--- src/rtl/fetch_pkg.sv ---
// Shared widths, reset PC and sequencer state encoding for the fetch PC unit.
package fetch_pkg;

  localparam int unsigned ADDR_W  = 20;
  localparam int unsigned INSTR_W = 32;

  localparam logic [ADDR_W-1:0] RESET_PC = ADDR_W'(0);

  typedef enum logic [2:0] {
    S_IDLE  = 3'd0,
    S_REQ   = 3'd1,
    S_WAIT  = 3'd2,
    S_OUT   = 3'd3,
    S_DRAIN = 3'd4
  } state_e;

endpackage : fetch_pkg

--- src/rtl/fetch_pc_unit_if.sv ---
// Instruction-memory request/response channel and decode handoff channel.
interface fetch_pc_unit_if;
  import fetch_pkg::*;

  logic               imem_req;
  logic [ADDR_W-1:0]  imem_addr;
  logic               imem_gnt;
  logic               imem_rvalid;
  logic [INSTR_W-1:0] imem_rdata;

  logic               dec_valid;
  logic               dec_ready;
  logic [INSTR_W-1:0] dec_instr;
  logic [ADDR_W-1:0]  dec_pc;

  // Fetch unit side.
  modport master (
    output imem_req, imem_addr, dec_valid, dec_instr, dec_pc,
    input  imem_gnt, imem_rvalid, imem_rdata, dec_ready
  );

  // Memory / decode side.
  modport slave (
    input  imem_req, imem_addr, dec_valid, dec_instr, dec_pc,
    output imem_gnt, imem_rvalid, imem_rdata, dec_ready
  );

endinterface : fetch_pc_unit_if

--- src/rtl/fetch_pc_unit.sv ---
// Fetch PC register and single-outstanding instruction fetch sequencer.
// Redirects from the jump units override the sequencer and squash in-flight data.
module fetch_pc_unit
  import fetch_pkg::*;
(
  input  logic              clk,
  input  logic              rst,
  input  logic              redirect_valid,
  input  logic [ADDR_W-1:0] redirect_pc,
  output logic [ADDR_W-1:0] pc,
  fetch_pc_unit_if.master   bus
);

  state_e             state_q,     state_d;
  logic [ADDR_W-1:0]  pc_q,        pc_d;
  logic [ADDR_W-1:0]  req_pc_q,    req_pc_d;
  logic               imem_req_q,  imem_req_d;
  logic [ADDR_W-1:0]  imem_addr_q, imem_addr_d;
  logic               dec_valid_q, dec_valid_d;
  logic [INSTR_W-1:0] dec_instr_q, dec_instr_d;
  logic [ADDR_W-1:0]  dec_pc_q,    dec_pc_d;

  always_ff @(posedge clk) begin
    if (rst) begin
      state_q     <= S_IDLE;
      pc_q        <= RESET_PC;
      req_pc_q    <= RESET_PC;
      imem_req_q  <= 1'b0;
      imem_addr_q <= RESET_PC;
      dec_valid_q <= 1'b0;
      dec_instr_q <= INSTR_W'(0);
      dec_pc_q    <= ADDR_W'(0);
    end else begin
      state_q     <= state_d;
      pc_q        <= pc_d;
      req_pc_q    <= req_pc_d;
      imem_req_q  <= imem_req_d;
      imem_addr_q <= imem_addr_d;
      dec_valid_q <= dec_valid_d;
      dec_instr_q <= dec_instr_d;
      dec_pc_q    <= dec_pc_d;
    end
  end

  always_comb begin
    state_d     = state_q;
    pc_d        = pc_q;
    req_pc_d    = req_pc_q;
    dec_valid_d = dec_valid_q;
    dec_instr_d = dec_instr_q;
    dec_pc_d    = dec_pc_q;

    unique case (state_q)
      S_IDLE: state_d = S_REQ;
      S_REQ: begin
        if (bus.imem_gnt) begin
          req_pc_d = pc_q;
          state_d  = S_WAIT;
        end
      end
      S_WAIT: begin
        if (bus.imem_rvalid) begin
          dec_instr_d = bus.imem_rdata;
          dec_pc_d    = req_pc_q;
          dec_valid_d = 1'b1;
          pc_d        = req_pc_q + ADDR_W'(1);
          state_d     = S_OUT;
        end
      end
      S_OUT: begin
        if (dec_valid_q && bus.dec_ready) begin
          dec_valid_d = 1'b0;
          state_d     = S_REQ;
        end
      end
      S_DRAIN: begin
        if (bus.imem_rvalid) state_d = S_REQ;
      end
      default: state_d = S_IDLE;
    endcase

    // Redirect wins: squash any captured or buffered word and refetch from the target.
    if (redirect_valid) begin
      pc_d        = redirect_pc;
      dec_valid_d = 1'b0;
      dec_instr_d = dec_instr_q;
      dec_pc_d    = dec_pc_q;
      unique case (state_q)
        S_IDLE, S_OUT: state_d = S_REQ;
        S_REQ:         state_d = bus.imem_gnt    ? S_DRAIN : S_REQ;
        S_WAIT:        state_d = bus.imem_rvalid ? S_REQ   : S_DRAIN;
        S_DRAIN:       state_d = bus.imem_rvalid ? S_REQ   : S_DRAIN;
        default:       state_d = S_IDLE;
      endcase
    end

    imem_req_d  = (state_d == S_REQ);
    imem_addr_d = pc_d;
  end

  assign pc            = pc_q;
  assign bus.imem_req  = imem_req_q;
  assign bus.imem_addr = imem_addr_q;
  assign bus.dec_valid = dec_valid_q;
  assign bus.dec_instr = dec_instr_q;
  assign bus.dec_pc    = dec_pc_q;

endmodule : fetch_pc_unit

--- src/flat_wrapper.sv ---
// flat-port wrapper written by rule: the top's interface ports become plain ports
module fetch_pc_unit_flat import fetch_pkg::*;
  (clk, rst, redirect_valid, redirect_pc, pc, bus_imem_req, bus_imem_addr, bus_dec_valid, bus_dec_instr, bus_dec_pc, bus_imem_gnt, bus_imem_rvalid, bus_imem_rdata, bus_dec_ready);
  fetch_pc_unit_if bus_i ();
  input  logic clk;
  input  logic rst;
  input  logic redirect_valid;
  input  logic [ADDR_W-1:0] redirect_pc;
  output logic [ADDR_W-1:0] pc;
  output wire logic [$bits(bus_i.imem_req)-1:0] bus_imem_req;
  output wire logic [$bits(bus_i.imem_addr)-1:0] bus_imem_addr;
  output wire logic [$bits(bus_i.dec_valid)-1:0] bus_dec_valid;
  output wire logic [$bits(bus_i.dec_instr)-1:0] bus_dec_instr;
  output wire logic [$bits(bus_i.dec_pc)-1:0] bus_dec_pc;
  input wire logic [$bits(bus_i.imem_gnt)-1:0] bus_imem_gnt;
  input wire logic [$bits(bus_i.imem_rvalid)-1:0] bus_imem_rvalid;
  input wire logic [$bits(bus_i.imem_rdata)-1:0] bus_imem_rdata;
  input wire logic [$bits(bus_i.dec_ready)-1:0] bus_dec_ready;
  assign bus_imem_req = bus_i.imem_req;
  assign bus_imem_addr = bus_i.imem_addr;
  assign bus_dec_valid = bus_i.dec_valid;
  assign bus_dec_instr = bus_i.dec_instr;
  assign bus_dec_pc = bus_i.dec_pc;
  assign bus_i.imem_gnt = bus_imem_gnt;
  assign bus_i.imem_rvalid = bus_imem_rvalid;
  assign bus_i.imem_rdata = bus_imem_rdata;
  assign bus_i.dec_ready = bus_dec_ready;
  fetch_pc_unit u_core (.clk(clk), .rst(rst), .redirect_valid(redirect_valid), .redirect_pc(redirect_pc), .pc(pc), .bus(bus_i));
endmodule
--- config.mk ---
export PLATFORM = sky130hd
export DESIGN_NAME = fetch_pc_unit_flat
export DESIGN_NICKNAME = d
export VERILOG_FILES = /design/src/rtl/fetch_pkg.sv /design/src/rtl/fetch_pc_unit_if.sv /design/src/rtl/fetch_pc_unit.sv /design/src/flat_wrapper.sv
export SDC_FILE = /design/constraint.sdc
export NUM_CORES = 1
export LEC_CHECK = 0
export ABC_AREA = 1
export ABC_CLOCK_PERIOD_IN_PS = 2250
export CAP_MARGIN = 20
export CORE_ASPECT_RATIO = 0.9
export CORE_MARGIN = 2
export CORE_UTILIZATION = 48
export CTS_BUF_LIST = sky130_fd_sc_hd__clkbuf_16
export DETAILED_ROUTE_END_ITERATION = 10
export PLACE_DENSITY = 0.85
export REMOVE_ABC_BUFFERS = 1
export SKIP_LAST_GASP = 1
export SYNTH_ARGS = -nofsm -noshare
export SYNTH_HDL_FRONTEND = slang
export SYNTH_SLANG_ARGS = --single-unit
export TNS_END_PERCENT = 10
--- constraint.sdc ---
create_clock -name clk -period 2.25 [get_ports clk]
set_clock_uncertainty 0.1 [all_clocks]
set_input_delay 0.225 -clock clk [delete_from_list [all_inputs] [get_ports clk]]
set_output_delay 0.225 -clock clk [all_outputs]
set_load 0.005 [all_outputs]
# Yosys cells after proc, flatten, opt, wreduce, memory -nomap -nowiden
# Index checks and enable logic that the tools add are counted.
# W data, S select, Z words.
# totals
word_cells	43
ff_bits	97
output_inout_bits	94
# classes
n_eq_ne	7
mux	15
add_sub_neg	1
bitwise_logic	1
reduce_logical	12
# ops
op	count
$mux W20	3
$mux W3	7
$add A20 B1 Y20 const B	1
$pmux W3 S5	1
$pmux W3 S3	1
$eq A3 B1 Y1 const B	2
$eq A3 B2 Y1 const B	2
$reduce_and A3 Y1	2
$reduce_bool A2 Y1	3
$reduce_or A2 Y1	3
$reduce_and A2 Y1	2
$eq A3 B3 Y1 const B	1
$logic_not A3 Y1	1
$mux W1	2
$ne A2 B1 Y1 const B	1
$ne A2 B2 Y1 const B	1
$pmux W1 S2	1
$logic_and A1 B1 Y1	1
$not A1 Y1	1

# Longest topological paths before layout
# Gate-level depths: netlist (run 1).
# depth
word_depth	5
ltp_mapped	10

# Worst setup path after synthesis (run 1)
# OpenSTA, ideal clock, no wires.
# synth_path
path_type	register -> register
startpoint	register u_core.req_pc_q[1]
endpoint	register u_core.imem_addr_q[18] (netlist: u_core.bus.imem_addr[18])
arrival_time_ns	1.227
path_buffers	0
required_time_ns	2.040
path_slack_ns	0.814
setup_ns	0.110
path_stages_with_launch	11
path_cell_list	dfxtp_1 ha_1 nand2_1 nor2_1 nand3_1 nor2_1 nand2_1 nand3_1 nand3b_1 nand2_1 inv_1
# synth_between
elab_chain_len	4
# synth_rtl
item	line	source
from (decl)	fetch_pc_unit.sv:16	logic [ADDR_W-1:0] req_pc_q, req_pc_d;
from (signal assigned)	fetch_pc_unit.sv:36	req_pc_q <= req_pc_d;
$add A20 B1 Y20	fetch_pc_unit.sv:66	pc_d = req_pc_q + ADDR_W'(1);
$mux W20	fetch_pc_unit.sv:62	if (bus.imem_rvalid) begin
$mux W20	fetch_pc_unit.sv:53	unique case (state_q)
$mux W20	fetch_pc_unit.sv:83	if (redirect_valid) begin
to (signal assigned)	fetch_pc_unit.sv:38	imem_addr_q <= imem_addr_d;
to (decl)	fetch_pc_unit.sv:18	logic [ADDR_W-1:0] imem_addr_q, imem_addr_d;
# No other way between the ends. The select of a mux whose other input is x is not followed.
# A chain may end at the register's enable or synchronous reset.

# Worst setup path in the final report (run 1)
# Same ends and word-level chain as after synthesis.

==> results of run 1 <==
cell usage in the layout (no fill, tap or decap), types with 4 or more instances in the layout:
| master | count |
|---|---|
| nand3_1 | 22 |
| a21oi_1 | 38 |
| dfxtp_1 | 97 |
| clkdlybuf4s50_1 | 151 |
| nor2_2 | 4 |
| buf_4 | 5 |
| nor2_1 | 135 |
| o21ai_0 | 76 |
| a31oi_1 | 4 |
| xor2_1 | 4 |
| nand2_1 | 75 |
| inv_1 | 32 |
| clkbuf_16 | 9 |
| nor3_1 | 11 |
power groups by stage:
stage | Combinational [mW] | Sequential (mW) | Clock, mW
after global placement | 0.445 | 1.88 | 0
after floorplan | 0.172 | 1.88 | 0
after global routing | 0.502 | 1.86 | 1.56
after CTS | 0.455 | 1.85 | 1.50
after detailed placement | 0.451 | 1.89 | 0
final | 0.454 | 1.85 | 1.48
how the worst max path moves through the flow:
stage	from	to	slack [ns]	cells after the start
final	u_core.req_pc_q[1]	u_core.bus.imem_addr[18]	0.46	10
after global routing	u_core.req_pc_q[1]	u_core.bus.imem_addr[18]	0.26	10
after CTS	u_core.req_pc_q[1]	u_core.bus.imem_addr[18]	0.46	10
after detailed placement	redirect_valid	u_core.bus.imem_addr[15]	0.29	9
after global placement	bus_imem_rvalid	u_core.bus.imem_addr[1]	0.35	7
after floorplan	u_core.state_q[2]	u_core.bus.imem_addr[18]	0.30	9
logic make-up after synthesis:
logic type,Yosys count,synth area share
AND/OR/NAND/NOR,259,0.259
buffers and inverters,87,0.107
flip-flops,97,0.465
AO/OA/AOI/OAI,125,0.156
XOR/XNOR,5,0.0105
adder cells (fa/ha/maj),1,0.00300
cell type report:
cell class	instances	area [sq um]
multi-input cells	390	1790
inverters	37	140
clock buffers	9	225
fillers	703	2640
clock inverters	6	58.8
flip-flops and latches	97	1940
well taps	119	149
repair buffers	158	1590
worst register-to-register path, stage by stage, from the launching register on:
cell,delay (ns)
dfxtp_1,0.38
ha_1,0.21
nand2_1,0.08
nor2_1,0.16
nand3_1,0.14
nor2_1,0.29
nand2_1,0.08
nand3_1,0.08
nand3b_1,0.07
nand2_1,0.06
inv_1,0.05
sequential cells by signal (all words and copies together) (netlist names):
name,flops
u_core.bus.imem_addr,20
u_core.bus.dec_valid,1
u_core.bus.imem_req,1
u_core.bus.dec_instr,32
u_core.req_pc_q,20
u_core.bus.dec_pc,20
u_core.state_q,3
stage by stage:
step / util / instance area, sq um / worst slack [ns] / hold WS, ns / total power, mW
after floorplan: - / 3870 / 0.300 / 0.194 / 2.05
after global placement: 0.657 / 5610 / 0.347 / 0.364 / 2.33
after detailed placement: 0.657 / 5610 / 0.295 / 0.372 / 2.34
after CTS: 0.691 / 5890 / 0.463 / 0.385 / 3.81
after global routing: 0.691 / 5890 / 0.264 / 0.408 / 3.92
final: 0.691 / 5890 / 0.456 / 0.382 / 3.78
per-layer routing:
layer	global-route usage	share of wire	up-vias
met1	0.321	0.46	1899
li1	-	-	2078
met2	0.389	0.45	190
met4	0.0711	0.013	0
met3	0.0355	0.077	18
met5	0	0	-
==> flow_metrics.py, run 1 <==
metrics = {
    "power_and_ir_drop": {
        "max-vdd-ir-drop_mv": 0.385,
        "clockPowerShare": 0.392,
        "swShare": 0.238,
        "internal-power_mw": 2.88,
        "combPwrFrac": 0.120,
        "switching_power_mw": 0.901,
        "static-leakage-power_nw": 2.23,
        "p_per_area_nw_per_um2": 643,
        "pwr-share-seq": 0.488,
    },
    "route": {
        "postRouteAntennaNets": 0,
        "drt_first_pass_iters": 6,
        "vias": 4185,
        "routed_wl_um": 11100,
        "drtIter0Drc": 325,
        "drc": 0,
        "wire_per_inst_um": 13.6,
        "viasPerCell": 5.13,
    },
    "setup_path": {
        "crit_slowest_cell": "dfxtp_1",
        "r2r-start": "u_core.req_pc_q[1]",
        "r2r_slack_ns": 0.46,
        "reg2regPathDepth": 10,
        "worstPathRequired_ns": 2.38,
        "path_max_fanout": 4,
        "crit_buf_inv": 1,
        "cp_top_family": "simple AND/OR/NAND/NOR gates",
        "path_common_cell": "nand2_1",
        "critical_path.cell_chain": "ha_1, nand2_1, nor2_1, nand3_1, nor2_1, nand2_1, nand3_1, nand3b_1, nand2_1, inv_1",
        "path_class": "flop to flop",
        "crit_arrival_ns": 1.93,
        "crit-reg2reg-capture": "u_core.bus.imem_addr[18]",
        "cp-end-kind": "flop",
        "cp-start-kind": "flop",
        "cp_slowest_stage_delay_ns": 0.38,
    },
    "flow_run": {
        "max_cap_viol_count": 0,
    },
    "yosys": {
        "synth.cell_area_sq_um": 4170,
        "synth_flop_cell": "dfxtp_1",
        "synthArstFlopShare": 0,
        "syn_area_per_cell_sq_um": 7.27,
        "syn-instance-count": 574,
        "synth.top_cells.by_count": "135 x nor2_1, 97 x dfxtp_1, 76 x o21ai_0, 75 x nand2_1, 38 x a21oi_1",
        "synth_edf_count": 0,
        "yosysUniqueCellTypes": 33,
        "ys_seq_area_frac": 0.465,
        "synthTopCellsByArea": "dfxtp_1 47%, nor2_1 12%, o21ai_0 9.1%, nand2_1 6.7%, a21oi_1 4.6%",
        "yosysMostFrequentCell": "nor2_1",
        "synth_seq_cells": 97,
        "synth_top_area_cell": "dfxtp_1",
        "synth_warnings": 0,
        "yosys.area.top_type_share": 0.465,
    },
    "die": {
        "num_io_pins": 152,
        "start_util": 0.489,
        "die_area_sq_um": 9460,
        "coreArea_sq_um": 8530,
        "dieWidth_um": 102,
        "num_rows": 32,
        "fp.dieH_um": 92.5,
    },
    "run_status": {
        "run_status": "finished, final reports clean",
    },
    "final_layout": {
        "fin_cells": 816,
        "drive_gt1_frac": 0.0560,
        "n_antenna_cell": 0,
        "final_nets": 752,
        "syn_to_final_growth_pct": 41.1,
    },
    "cts": {
        "clock-sinks": 97,
        "cts.repair.resized": 0,
        "max-clock-path-buffers": 2,
        "clk_latency_ns": 0.34,
        "cts_setup_buffers": 0,
        "cts_hold_buf": 0,
        "cts.htree.levels": 3,
        "root_buffer": "clkbuf_16",
        "cts.reportedPaths.clkPinSlew_ns": 0.07,
        "numCtsBuffers": 9,
        "cts_tree": "done",
    },
    "hold_path": {
        "hold_end": "u_core.bus.dec_instr[22]",
        "hold_path_class": "flop to flop",
        "hold_start": "u_core.bus.dec_instr[22]",
        "holdPathStages": 2,
    },
    "timing": {
        "fmax_mhz": 557,
        "tns_ns": 0,
        "period_needed_ns": 1.79,
        "slew_violations": 0,
        "finalSetupViolCount": 0,
        "period_share": 0.797,
        "rsz0062_at_grt": "no",
        "worst_slew_pin_slew_ns": 0.627,
        "final-hold-violation-count": 0,
        "max-slew-margin-rel": 0.582,
    },
    "grt": {
        "grt_max_degree": 75,
        "grt_pass1_vias": 3865,
        "antenna_found_initial": 0,
        "grt_first_pass_wirelength_um": 17900,
        "grt_usage": 0.237,
        "grt_overflow_total": 0,
    },
    "placed_design": {
        "dp.cells": 801,
        "dp_hpwl_um": 7600,
        "port_buffers": 151,
        "gp_congestion": 0.889,
    },
}
Power figures use the tool's default switching activity.
==> run 2, diff against run 1 <==
Settings changed: ABC_CLOCK_PERIOD_IN_PS 2250 to 1500, CORE_UTILIZATION 48 to 40, PLACE_DENSITY 0.85 to 0.76.
Clock period 2.25 ns to 1.5 ns, I/O delays scaled along.
==> flow_metrics.py, run 2 (synthesized netlist as in run 1, its figures left out) <==
metrics = {
    "run_status": {
        "run_status": "complete, but fails checks",
        "violations": "negative setup slack",
    },
    "setup_path": {
        "cp_slowest_stage_delay_ns": 0.33,
        "critical_path.cell_chain": "inv_2, buf_4, nand3_1, nor2_2, nor2_4, buf_4, a21oi_1, a21oi_1",
        "worstPathRequired_ns": 1.63,
        "crit_slowest_cell": "dfxtp_2",
        "cp-end-kind": "flop",
        "path_class": "flop to flop",
        "cp-start-kind": "flop",
        "path_max_fanout": 6,
        "crit_arrival_ns": 1.69,
    },
    "hold_path": {
        "hold_path_class": "input port to flop",
    },
    "grt": {
        "grt_usage": 0.205,
        "grt_pass1_vias": 4056,
        "grt_overflow_total": 0,
        "grt_max_degree": 57,
        "grt_first_pass_wirelength_um": 18800,
        "antenna_found_initial": 0,
    },
    "final_layout": {
        "syn_to_final_growth_pct": 54.9,
        "drive_gt1_frac": 0.151,
        "largest_reg_flops": 32,
        "final_area_sq_um": 6470,
        "final_cell_mix": "150 x clkdlybuf4s50_1, 126 x nor2_1, 89 x dfxtp_1",
        "fin_cells": 869,
        "fill_cells": 888,
        "regArea_sq_um": 1950,
        "multi_input_area_sq_um": 1900,
        "final_nets": 794,
        "final_core_util": 0.634,
        "final_common_cell": "clkdlybuf4s50_1",
        "n_antenna_cell": 0,
    },
    "cts": {
        "root_buffer": "clkbuf_16",
        "cts.reportedPaths.clkPinSlew_ns": 0.07,
        "cts_tree": "done",
        "numCtsBuffers": 9,
        "cts.htree.levels": 3,
        "max-clock-path-buffers": 2,
        "clock-sinks": 97,
        "clk_latency_ns": 0.34,
        "cts_hold_buf": 0,
    },
    "timing": {
        "slew_violations": 0,
        "worst_slew_pin_slew_ns": 0.376,
        "period_share": 1.04,
        "fmax_mhz": 641,
        "finalSetupViolCount": 25,
        "max-slew-margin-rel": 0.747,
        "tns_ns": -0.360,
        "period_needed_ns": 1.56,
        "fin_hold_ws_ns": 0.313,
        "final-hold-violation-count": 0,
        "finalWorstSetupSlack_ns": -0.0598,
        "rsz0062_at_grt": "yes",
    },
    "placed_design": {
        "dp_hpwl_um": 8540,
        "placement.cell_area_sq_um": 5900,
        "gp_congestion": 0.850,
        "port_buffers": 151,
        "place_ws_ns": -0.187,
        "dp.cells": 843,
    },
    "die": {
        "dieWidth_um": 112,
        "num_io_pins": 152,
        "start_util": 0.409,
        "fp.dieH_um": 101,
        "num_rows": 35,
        "coreArea_sq_um": 10200,
        "die_area_sq_um": 11300,
    },
    "route": {
        "drc": 0,
        "routed_wl_um": 12700,
        "postRouteAntennaNets": 0,
        "drt_first_pass_iters": 5,
        "viasPerCell": 5.10,
        "drtIter0Drc": 331,
        "vias": 4431,
        "wire_per_inst_um": 14.6,
    },
    "flow_run": {
        "max_cap_viol_count": 0,
    },
    "power_and_ir_drop": {
        "total_power_mw": 5.93,
        "static-leakage-power_nw": 2.49,
        "p_per_area_nw_per_um2": 917,
        "max-vdd-ir-drop_mv": 0.624,
    },
}
[run 2: cell count changes in the layout (fill, tap and decap cells not counted), moves of 3 or more]
cell	previous run	this run
buf_12	2	6
nor2_4	2	9
dfxtp_1	97	89
inv_6	1	4
clkinv_1	3	0
dfxtp_2	0	8
nand3_1	22	19
nor2_1	135	126
buf_6	0	3
buf_4	5	38
inv_2	3	6
[run 2: layer usage]
layer / GRT usage / vias to the layer above / part of all wire
li1: - / 2162 / -
met1: 0.257 / 2038 / 0.42
met2: 0.347 / 208 / 0.48
met3: 0.0601 / 23 / 0.082
met5: 0 / - / 0
met4: 0.0551 / 0 / 0.014
[run 2: cell type report]
class	instances	area share
tap	129	0.0250
timing repair buffer	200	0.309
inverter	37	0.0223
clock inverter	7	0.0130
clock buffer	9	0.0348
multi-input combinational	390	0.294
sequential	97	0.302
[run 2: final timing paths]
path	start	end	slack (ns)	depth (start not counted)
max	u_core.state_q[2]	u_core.bus.imem_addr[9]	-0.06	8
min	redirect_pc[7]	u_core.bus.imem_addr[7]	0.31	3
max reg2reg	u_core.state_q[2]	u_core.bus.imem_addr[9]	-0.06	8
min reg2reg	u_core.bus.dec_pc[19]	u_core.bus.dec_pc[19]	0.38	2
[run 2: report_power, final]
group	switching (mW)	leakage [nW]	internal, mW
combinational	0.348	1.55	0.447
sequential	0.0953	0.792	2.68
clock	1.04	0.149	1.33
[run 2: worst max-delay path: cells and delay by family (launching register included)]
kind                   cells  cell delay (ns)
buffers and inverters      3             0.35
flip-flops                 1             0.33
AND/OR/NAND/NOR            3             0.33
AO/OA/AOI/OAI              2             0.33
[run 2: timing repair]
action / in CTS / in global routing
setup buffers: 0 / 7
resized for setup: 16 / 28
cloned: 0 / 3
endpoints found under the setup margin: 41 / 127
pin swaps: 3 / 10
